**src/rtl/tube_event_recorder_pkg.sv**
```systemverilog
// Shared types and constants for the drift-tube event recorder.
// Header id and no-hit time are both the all-ones pattern of their field.
package tube_event_recorder_pkg;

  typedef enum logic [1:0] {
    IDLE,
    WINDOW,
    DRAIN,
    CLEAR
  } state_e;

  localparam logic [31:0] HDR_ID      = '1;
  localparam logic [31:0] NO_HIT_TIME = '1;

endpackage

```
**src/rtl/tube_event_recorder_if.sv**
```systemverilog
// Output word stream towards the downstream FIFO.
// A word moves on any cycle with out_valid and out_ready both high.
interface tube_event_recorder_if #(
  parameter int W = 16
) ();

  logic [W-1:0] out_data;
  logic         out_valid;
  logic         out_ready;

  modport master (
    output out_data,
    output out_valid,
    input  out_ready
  );

  modport slave (
    input  out_data,
    input  out_valid,
    output out_ready
  );

endinterface

```
**src/rtl/tube_hit_timer.sv**
```systemverilog
// One drift-tube channel: hit flag plus the window counter value
// at the first hit; later hits in the same event are ignored.
module tube_hit_timer #(
  parameter int TIME_W = 8
) (
  input  logic              clk_i,
  input  logic              rst_i,
  input  logic              clr_i,
  input  logic              en_i,
  input  logic              tube_i,
  input  logic [TIME_W-1:0] cnt_i,
  output logic              hit_o,
  output logic [TIME_W-1:0] time_o
);

  logic              hit_q;
  logic [TIME_W-1:0] time_q;

  always_ff @(posedge clk_i) begin
    if (rst_i || clr_i) begin
      hit_q  <= 1'b0;
      time_q <= '0;
    end else if (en_i && tube_i && !hit_q) begin
      hit_q  <= 1'b1;
      time_q <= cnt_i;
    end
  end

  assign hit_o  = hit_q;
  assign time_o = time_q;

endmodule

```
**src/rtl/tube_event_recorder.sv**
```systemverilog
// Trigger-started hit window over NUM_CH drift tubes, then a drain of
// one header word and per-channel time/id words over a valid/ready port.
module tube_event_recorder
  import tube_event_recorder_pkg::*;
#(
  parameter int NUM_CH  = 32,
  parameter int WIN_CYC = 255,
  parameter int TIME_W  = 8,
  parameter int ID_W    = 8
) (
  input  logic              clk100,
  input  logic              rst,
  input  logic              trig_in,
  input  logic [NUM_CH-1:0] tube_in,
  input  logic              zs_en,
  tube_event_recorder_if.master m,
  output logic              busy,
  output logic [15:0]       evt_count,
  output logic [15:0]       missed_trig
);

  localparam int W = TIME_W + ID_W;

  state_e            state_q;
  logic              trig_q;
  logic              zs_q;
  logic [TIME_W-1:0] cnt_q;
  logic [ID_W-1:0]   idx_q;
  logic              vld_q;
  logic [W-1:0]      data_q;
  logic [15:0]       evt_q;
  logic [15:0]       miss_q;

  logic [NUM_CH-1:0] hit;
  logic [TIME_W-1:0] tm [NUM_CH];

  logic              rise;
  logic              win_last;
  logic              nxt_found;
  logic [ID_W-1:0]   nxt_idx;
  logic [W-1:0]      nxt_word;

  for (genvar g = 0; g < NUM_CH; g++) begin : g_ch
    tube_hit_timer #(.TIME_W(TIME_W)) u_ch (
      .clk_i  (clk100),
      .rst_i  (rst),
      .clr_i  (state_q == CLEAR),
      .en_i   (state_q == WINDOW),
      .tube_i (tube_in[g]),
      .cnt_i  (cnt_q),
      .hit_o  (hit[g]),
      .time_o (tm[g])
    );
  end

  assign rise     = trig_in & ~trig_q;
  assign win_last = cnt_q == TIME_W'(WIN_CYC - 1);

  // Lowest channel at or above idx_q that is due for output.
  always_comb begin
    nxt_found = 1'b0;
    nxt_idx   = '0;
    nxt_word  = '0;
    for (int i = NUM_CH - 1; i >= 0; i--) begin
      if (i >= int'(idx_q) && (!zs_q || hit[i])) begin
        nxt_found = 1'b1;
        nxt_idx   = ID_W'(i);
        nxt_word  = {hit[i] ? tm[i] : NO_HIT_TIME[TIME_W-1:0],
                     ID_W'(i)};
      end
    end
  end

  always_ff @(posedge clk100) begin
    if (rst) begin
      state_q <= IDLE;
      trig_q  <= 1'b0;
      zs_q    <= 1'b0;
      cnt_q   <= '0;
      idx_q   <= '0;
      vld_q   <= 1'b0;
      data_q  <= '0;
      evt_q   <= '0;
      miss_q  <= '0;
    end else begin
      trig_q <= trig_in;
      if (rise && state_q != IDLE && miss_q != 16'hFFFF)
        miss_q <= miss_q + 16'd1;
      unique case (state_q)
        IDLE: begin
          if (rise) begin
            state_q <= WINDOW;
            cnt_q   <= '0;
            zs_q    <= zs_en;
          end
        end
        WINDOW: begin
          cnt_q <= cnt_q + TIME_W'(1);
          if (win_last) begin
            state_q <= DRAIN;
            vld_q   <= 1'b1;
            data_q  <= {evt_q[TIME_W-1:0], HDR_ID[ID_W-1:0]};
            idx_q   <= '0;
          end
        end
        DRAIN: begin
          if (vld_q && m.out_ready) begin
            if (nxt_found) begin
              data_q <= nxt_word;
              idx_q  <= nxt_idx + ID_W'(1);
            end else begin
              vld_q   <= 1'b0;
              state_q <= CLEAR;
            end
          end
        end
        CLEAR: begin
          evt_q   <= evt_q + 16'd1;
          state_q <= IDLE;
        end
        default: state_q <= IDLE;
      endcase
    end
  end

  assign m.out_data  = data_q;
  assign m.out_valid = vld_q;
  assign busy        = state_q != IDLE;
  assign evt_count   = evt_q;
  assign missed_trig = miss_q;

endmodule

```
**src/flat_wrapper.sv**
```systemverilog
// flat-port wrapper written by rule: the top's interface ports become plain ports
module tube_event_recorder_flat import tube_event_recorder_pkg::*;
#(
  parameter int NUM_CH  = 32,
  parameter int WIN_CYC = 255,
  parameter int TIME_W  = 8,
  parameter int ID_W    = 8
)
  (clk100, rst, trig_in, tube_in, zs_en, busy, evt_count, missed_trig, m_out_data, m_out_valid, m_out_ready);
  tube_event_recorder_if #(.W(16)) m_i ();
  input  logic clk100;
  input  logic rst;
  input  logic trig_in;
  input  logic [NUM_CH-1:0] tube_in;
  input  logic zs_en;
  output logic busy;
  output logic [15:0] evt_count;
  output logic [15:0] missed_trig;
  output wire logic [$bits(m_i.out_data)-1:0] m_out_data;
  output wire logic [$bits(m_i.out_valid)-1:0] m_out_valid;
  input wire logic [$bits(m_i.out_ready)-1:0] m_out_ready;
  assign m_out_data = m_i.out_data;
  assign m_out_valid = m_i.out_valid;
  assign m_i.out_ready = m_out_ready;
  tube_event_recorder #(.NUM_CH(NUM_CH), .WIN_CYC(WIN_CYC), .TIME_W(TIME_W), .ID_W(ID_W)) u_core (.clk100(clk100), .rst(rst), .trig_in(trig_in), .tube_in(tube_in), .zs_en(zs_en), .m(m_i), .busy(busy), .evt_count(evt_count), .missed_trig(missed_trig));
endmodule
```
**config.mk**
```make
export PLATFORM = sky130hd
export DESIGN_NAME = tube_event_recorder_flat
export DESIGN_NICKNAME = d
export VERILOG_FILES = /design/src/rtl/tube_event_recorder_pkg.sv /design/src/rtl/tube_event_recorder_if.sv /design/src/rtl/tube_hit_timer.sv /design/src/rtl/tube_event_recorder.sv /design/src/flat_wrapper.sv
export SDC_FILE = /design/constraint.sdc
export NUM_CORES = 1
export LEC_CHECK = 0
export BUFFER_PORTS_ARGS = -buffer_cell sky130_fd_sc_hd__buf_2
export CORE_MARGIN = 4
export CORE_UTILIZATION = 45
export DETAILED_ROUTE_END_ITERATION = 8
export GPL_ROUTABILITY_DRIVEN = 0
export PLACE_DENSITY = 0.6
export SYNTH_ARGS = -nofsm -noshare
export SYNTH_HDL_FRONTEND = slang
export SYNTH_SLANG_ARGS = --single-unit
```
**constraint.sdc**
```tcl
create_clock -name clk100 -period 4.4 [get_ports clk100]
set_input_delay 0.22 -clock clk100 [delete_from_list [all_inputs] [get_ports clk100]]
set_output_delay 0.22 -clock clk100 [all_outputs]
set_load 0.02 [all_outputs]
```
# After elaboration in Yosys (flattened, before gate mapping)
# Cells that the tools add are included.
# word_totals
output_inout_bits	50
word_cells	442
regBits	357
# op_classes
n_eq_ne	10
n_mux	147
add_sub_neg	4
reduce_logical	174
n_lt_le_gt_ge	32
bitwise	2
# op_table
op	count
2-to-1 mux 16 bit	35
2-to-1 mux 8 bit	36
2-to-1 mux 5 bit	32
greater-or-equal comparator 5 x 8 -> 1 bit (first input constant)	16
logical AND 1 bit	99
greater-or-equal comparator 4 x 8 -> 1 bit (first input constant)	8
2-to-1 mux 1 bit	35
zero test 1 bit	33
logical OR 1 bit	33
adder 16 x 1 -> 16 bit (second input constant)	2
greater-or-equal comparator 3 x 8 -> 1 bit (first input constant)	4
case mux 16 bit (2 select lines)	1
case mux 8 bit (2 select lines)	2
greater-or-equal comparator 1 x 8 -> 1 bit (first input constant)	2
greater-or-equal comparator 2 x 8 -> 1 bit (first input constant)	2
!= test 16 bit (second input constant)	1
AND reduction 4 bit	3
adder 8 x 1 -> 8 bit (second input constant)	1
equality test 8 bit (second input constant)	1
2-to-1 mux 2 bit	4
!= test 2 x 1 -> 1 bit (second input constant)	4
case mux 2 bit (4 select lines)	1
adder 5 x 1 -> 6 bit (second input constant)	1
nonzero test 2 bit	3
other kinds (8)	10

# Depth between registers and ports, before layout
# logic_depth
depth_word	39
ltp_mapped	16
mapped_depth_nobuf	13

# Cells and area by module
# A second synthesis with hierarchy kept.
# hier_totals
cells_unflattened	2398
hier_area_um2	23199.8
# modules_own_cells
module	n_inst	seq_area_each_um2	cells_per_inst	area_per_inst_um2
tube_hit_timer	32	180.2	41	485.5
tube_event_recorder	1	1301.2	1086	7664.9

# Least setup slack after synthesis
# No wires, ideal clock.
# synth_path
path_kind	register to register
from	reg u_core.idx_q[1]
to	reg u_core.idx_q[4]
stages_incl_launch_ff	16
setup_slack_ns	1.541
arrival_ns	2.732
setup_ns	0.128
synth_period_minus_slack_ns	2.859
cell_sequence	dfxtp_1 -> buf_6 -> buf_4 -> buf_6 -> or2_1 -> a221oi_2 -> a211oi_1 -> o211ai_1 -> a32oi_1 -> a21oi_1 -> nor2_1 -> ha_1 -> nor4b_1 -> xnor2_1 -> a22oi_1 -> nor2_1
# synth_between
elab_chain_len	38
# synth_lines
element	line_no	rtl
from (decl)	tube_event_recorder.sv:28	logic [ID_W-1:0] idx_q;
from (signal assigned)	tube_event_recorder.sv:110	idx_q <= nxt_idx + ID_W'(1);
greater-or-equal comparator 5 x 8 -> 1 bit	tube_event_recorder.sv:65	if (i >= int'(idx_q) && (!zs_q || hit[i])) begin
logical AND 1 bit	tube_event_recorder.sv:65	
2-to-1 mux 5 bit (32 in series)	tube_event_recorder.sv:65	
adder 5 x 1 -> 6 bit	tube_event_recorder.sv:110	
2-to-1 mux 8 bit	tube_event_recorder.sv:108	if (nxt_found) begin
2-to-1 mux 8 bit	tube_event_recorder.sv:107	if (vld_q && m.out_ready) begin
case mux 8 bit (2 select lines)	tube_event_recorder.sv:89	unique case (state_q)
# Parallel ways exist; a longest one is shown, timed or not. The select of a mux whose other input is x is not followed.
# A chain may end at the register's enable or synchronous reset.

# Worst setup path after layout
# Same ends and word-level chain as after synthesis.

==> results.sh <==
export IMPL_core_sq_mm=0.0386
export IMPL_final_cell_area_sq_mm=0.0200
export IMPL_worstMarginPinSlew_ns=1.10
export IMPL_synth_mux_area_share_pct=13.2
export IMPL_hold_slack_ns=0.144
export IMPL_num_io_pins=87
export IMPL_finish_utilization_pct=51.9
export IMPL_placed_cells=2584
export IMPL_run_status="finished clean"
export IMPL_max_vdd_ir_drop_uv=296
export IMPL_drt_iter0_markers=1527
export IMPL_required_ns=4.85
export IMPL_grt_pass1_wl_um=86600
export IMPL_grtUsageTotal_pct=25.9
export IMPL_numCtsBuffers=40
export IMPL_period_minus_slack_ns=3.99
export IMPL_num_vias=15774
export IMPL_first_pass_iters=5
export IMPL_clk_pin_slew_ns=0.06
export IMPL_setup_viol=0
export IMPL_synthesis_area_sq_mm=0.0175
export IMPL_cp_endpoint="u_core.idx_q[4]$_SDFFE_PP0P_"
export IMPL_grt_busiest_layer="met2"
export IMPL_die_w_um=205
export IMPL_start_util_pct=45.5
export IMPL_mostFrequentLayoutCell="nor2_1"
export IMPL_fin_cells=2690
export IMPL_postCtsSetupBuffers=0
export IMPL_synth_compound_area_share_pct=18.3
export IMPL_yosys_warnings=0
export IMPL_syn_nets=2133
export IMPL_yosys_area_share_simple_pct=21.0
export IMPL_postSynthAreaPerCell_sq_um=8.40
export IMPL_clockRootBuffer="clkbuf_16"
export IMPL_path_class="reg -> reg"
export IMPL_fin_crit_sh_pct=90.8
export IMPL_power_leakage_nw=8.75
export IMPL_grt_max_degree=167
export IMPL_synth_edf_count=0
export IMPL_overflow=0
export IMPL_ys_ff_latch=353
export IMPL_synth_top_family_by_area="simple AND/OR/NAND/NOR gates"
export IMPL_hp_class="in -> reg"
export IMPL_async_reset_ff_share_pct=0
export IMPL_grt_pass1_vias=14953
export IMPL_syn_inst=2087
export IMPL_clock_fmax_mhz=250
export IMPL_cts_tree="done"
export IMPL_startpoint="u_core.idx_q[1]$_SDFFE_PP0P_"
export IMPL_tns_ns=0
export IMPL_port_buffers=86
export IMPL_gr_usage_met1_pct=36.8
export IMPL_clock_skew_ns=0.0145
export IMPL_fp_dieArea_sq_mm=0.0422
export IMPL_clock_latency_ns=0.56
export IMPL_diodes=0
export IMPL_p_per_area_mw_per_mm2=504
export IMPL_rsz0062_at_grt="no"
export IMPL_worstPathMaxFanout=22
export IMPL_slew_viol_final=0
export IMPL_drc=0
export IMPL_end_kind="flip-flop"
export IMPL_final_nets=2188
export IMPL_drive_above_1_share_pct=11.5
export IMPL_grt_util_met3_pct=4.76
export IMPL_rr_worst_depth=13
export IMPL_routed_wl_um=56000
export IMPL_hold_viol=0
export IMPL_row_count=72
export IMPL_seq_area_frac_synth_pct=40.3
export IMPL_antenna_found_initial=2
export IMPL_htreeDepth=2
export IMPL_met2_usage_pct=39.5
export IMPL_layout_cells_most_common_list="nor2_1 (461), dfxtp_1 (353), mux2i_1 (231)"
export IMPL_startpoint_type="flip-flop"
export IMPL_ant_nets=0
export IMPL_vias_per_cell=5.86
export IMPL_reg2reg_to="u_core.idx_q[4]$_SDFFE_PP0P_"
export IMPL_fill_cells=3740
export IMPL_relSlewSlack_pct=26.4
export IMPL_ys_flop_type="dfxtp_1"
export IMPL_cts_sink_count=353
export IMPL_synth_xor_area_share_pct=1.65
export IMPL_die_h_um=205
export IMPL_cp_data_arrival_time_ns=4.44
export IMPL_synth_cell_type_count=99
export IMPL_r2r_start="u_core.idx_q[1]$_SDFFE_PP0P_"
export IMPL_detail_route_wl_per_cell_um=20.8
export IMPL_postPlaceCellArea_sq_mm=0.0182
export IMPL_cap_violations=0
export IMPL_clk_path_buf_depth=3
export IMPL_dp_hpwl_um=38500
export IMPL_area_growth_pct=14.1
export IMPL_r2r_slack_ns=0.41
export IMPL_synth_fa_ha_area_share_pct=0.642
flip-flops by register name (all words and copies together) (netlist names):
register and flops:
u_core.m.out_data 14, u_core.state_q 2, u_core.g_ch.u_ch.time_o 256, u_core.missed_trig 16
u_core.zs_q 1, u_core.idx_q 6, u_core.g_ch.u_ch.hit_o 32, u_core.cnt_q 8
u_core.m.out_valid 1, u_core.trig_q 1, u_core.evt_count 16
worst min-delay path by stage:
stage	start	to	slack [ns]	cells past startpoint
6_report	rst	u_core.evt_count[10]$_SDFFE_PP0P_	0.14	2
5_1_grt	rst	u_core.evt_count[10]$_SDFFE_PP0P_	0.16	2
4_1_cts	rst	u_core.evt_count[10]$_SDFFE_PP0P_	0.13	2
3_5_place_dp	u_core.g_ch[27].u_ch.hit_o$_SDFFE_PP0P_	u_core.g_ch[27].u_ch.hit_o$_SDFFE_PP0P_	0.46	2
3_3_place_gp	u_core.g_ch[27].u_ch.hit_o$_SDFFE_PP0P_	u_core.g_ch[27].u_ch.hit_o$_SDFFE_PP0P_	0.45	2
2_1_floorplan	trig_in	u_core.trig_q$_SDFF_PP0_	0.35	1
what timing repair did:
item / CTS / global route
gates resized for setup: 0 / 0
hold buffers: 34 / 0
endpoints found under the hold margin: 34 / 0
power breakdown:
group	leakage, nW	switching, mW	internal, mW	total [mW]
logic	5.19	1.90	0.977	2.87
registers	2.85	0.232	3.34	3.57
clock network	0.711	1.41	2.23	3.63
synthesized netlist by cell type, types with 12 or more instances:
master,instances,area (sq um)
inv_1,39,146
or3_1,16,100
nand3_1,53,265
buf_2,12,60.1
nor3_1,29,145
mux2i_1,231,2310
nor2b_1,18,113
xor2_1,23,201
clkbuf_1,100,375
o21ai_0,124,621
dfxtp_1,353,7070
a211oi_1,14,105
nand2b_1,28,175
nor2_1,461,1730
o22ai_1,21,131
a21oi_1,136,681
o211ai_1,18,135
nand4_1,12,75.1
buf_6,14,158
nand2_1,63,236
nand3b_1,21,158
a31oi_1,14,87.6
o221ai_1,36,315
and3_1,24,150
critical path: stages (launching register included):
cell,delay (ns)
dfxtp_1,0.90
and2_1,0.52
a221o_1,0.35
nand3_1,0.11
a21oi_1,0.25
o21ai_0,0.20
a32oi_1,0.35
a21oi_1,0.13
nor2_1,0.16
ha_1,0.22
nor4b_1,0.34
xnor2_1,0.12
a22oi_1,0.16
nor2_1,0.05
layer usage:
layer | vias to the layer above | share of wire [%]
li1 | 7525 | -
met1 | 7554 | 45
met2 | 585 | 43
met3 | 106 | 8.1
met4 | 4 | 3.4
met5 | - | 0.039
cells by family (layout without fill, tap and decap cells):
group / after synthesis / in the layout
buf+inv: 189 / 274
mux: 231 / 231
simple gates: 788 / 788
compound gates: 484 / 484
xor+xnor: 33 / 33
flops: 353 / 353
fa+ha+maj: 9 / 9
area by class of cell:
type | instances | area, sq um | share of cell area [%]
multi-input cells | 1545 | 9610 | 48.0
flip-flops and latches | 353 | 7070 | 35.3
clock buffers | 56 | 1210 | 6.06
repair buffers | 156 | 1070 | 5.33
well taps | 518 | 648 | 3.24
clock inverters | 16 | 235 | 1.18
inverters | 46 | 173 | 0.863
metrics by stage:
stage          worst slack (ns)  power (mW)
5_1_grt                   0.149        10.5
2_1_floorplan              1.54        5.62
6_report                  0.406        10.1
4_1_cts                   0.514        10.1
3_5_place_dp              0.563        6.42
3_3_place_gp              0.649        6.40
Note: power is estimated with default switching activity, not from simulation.
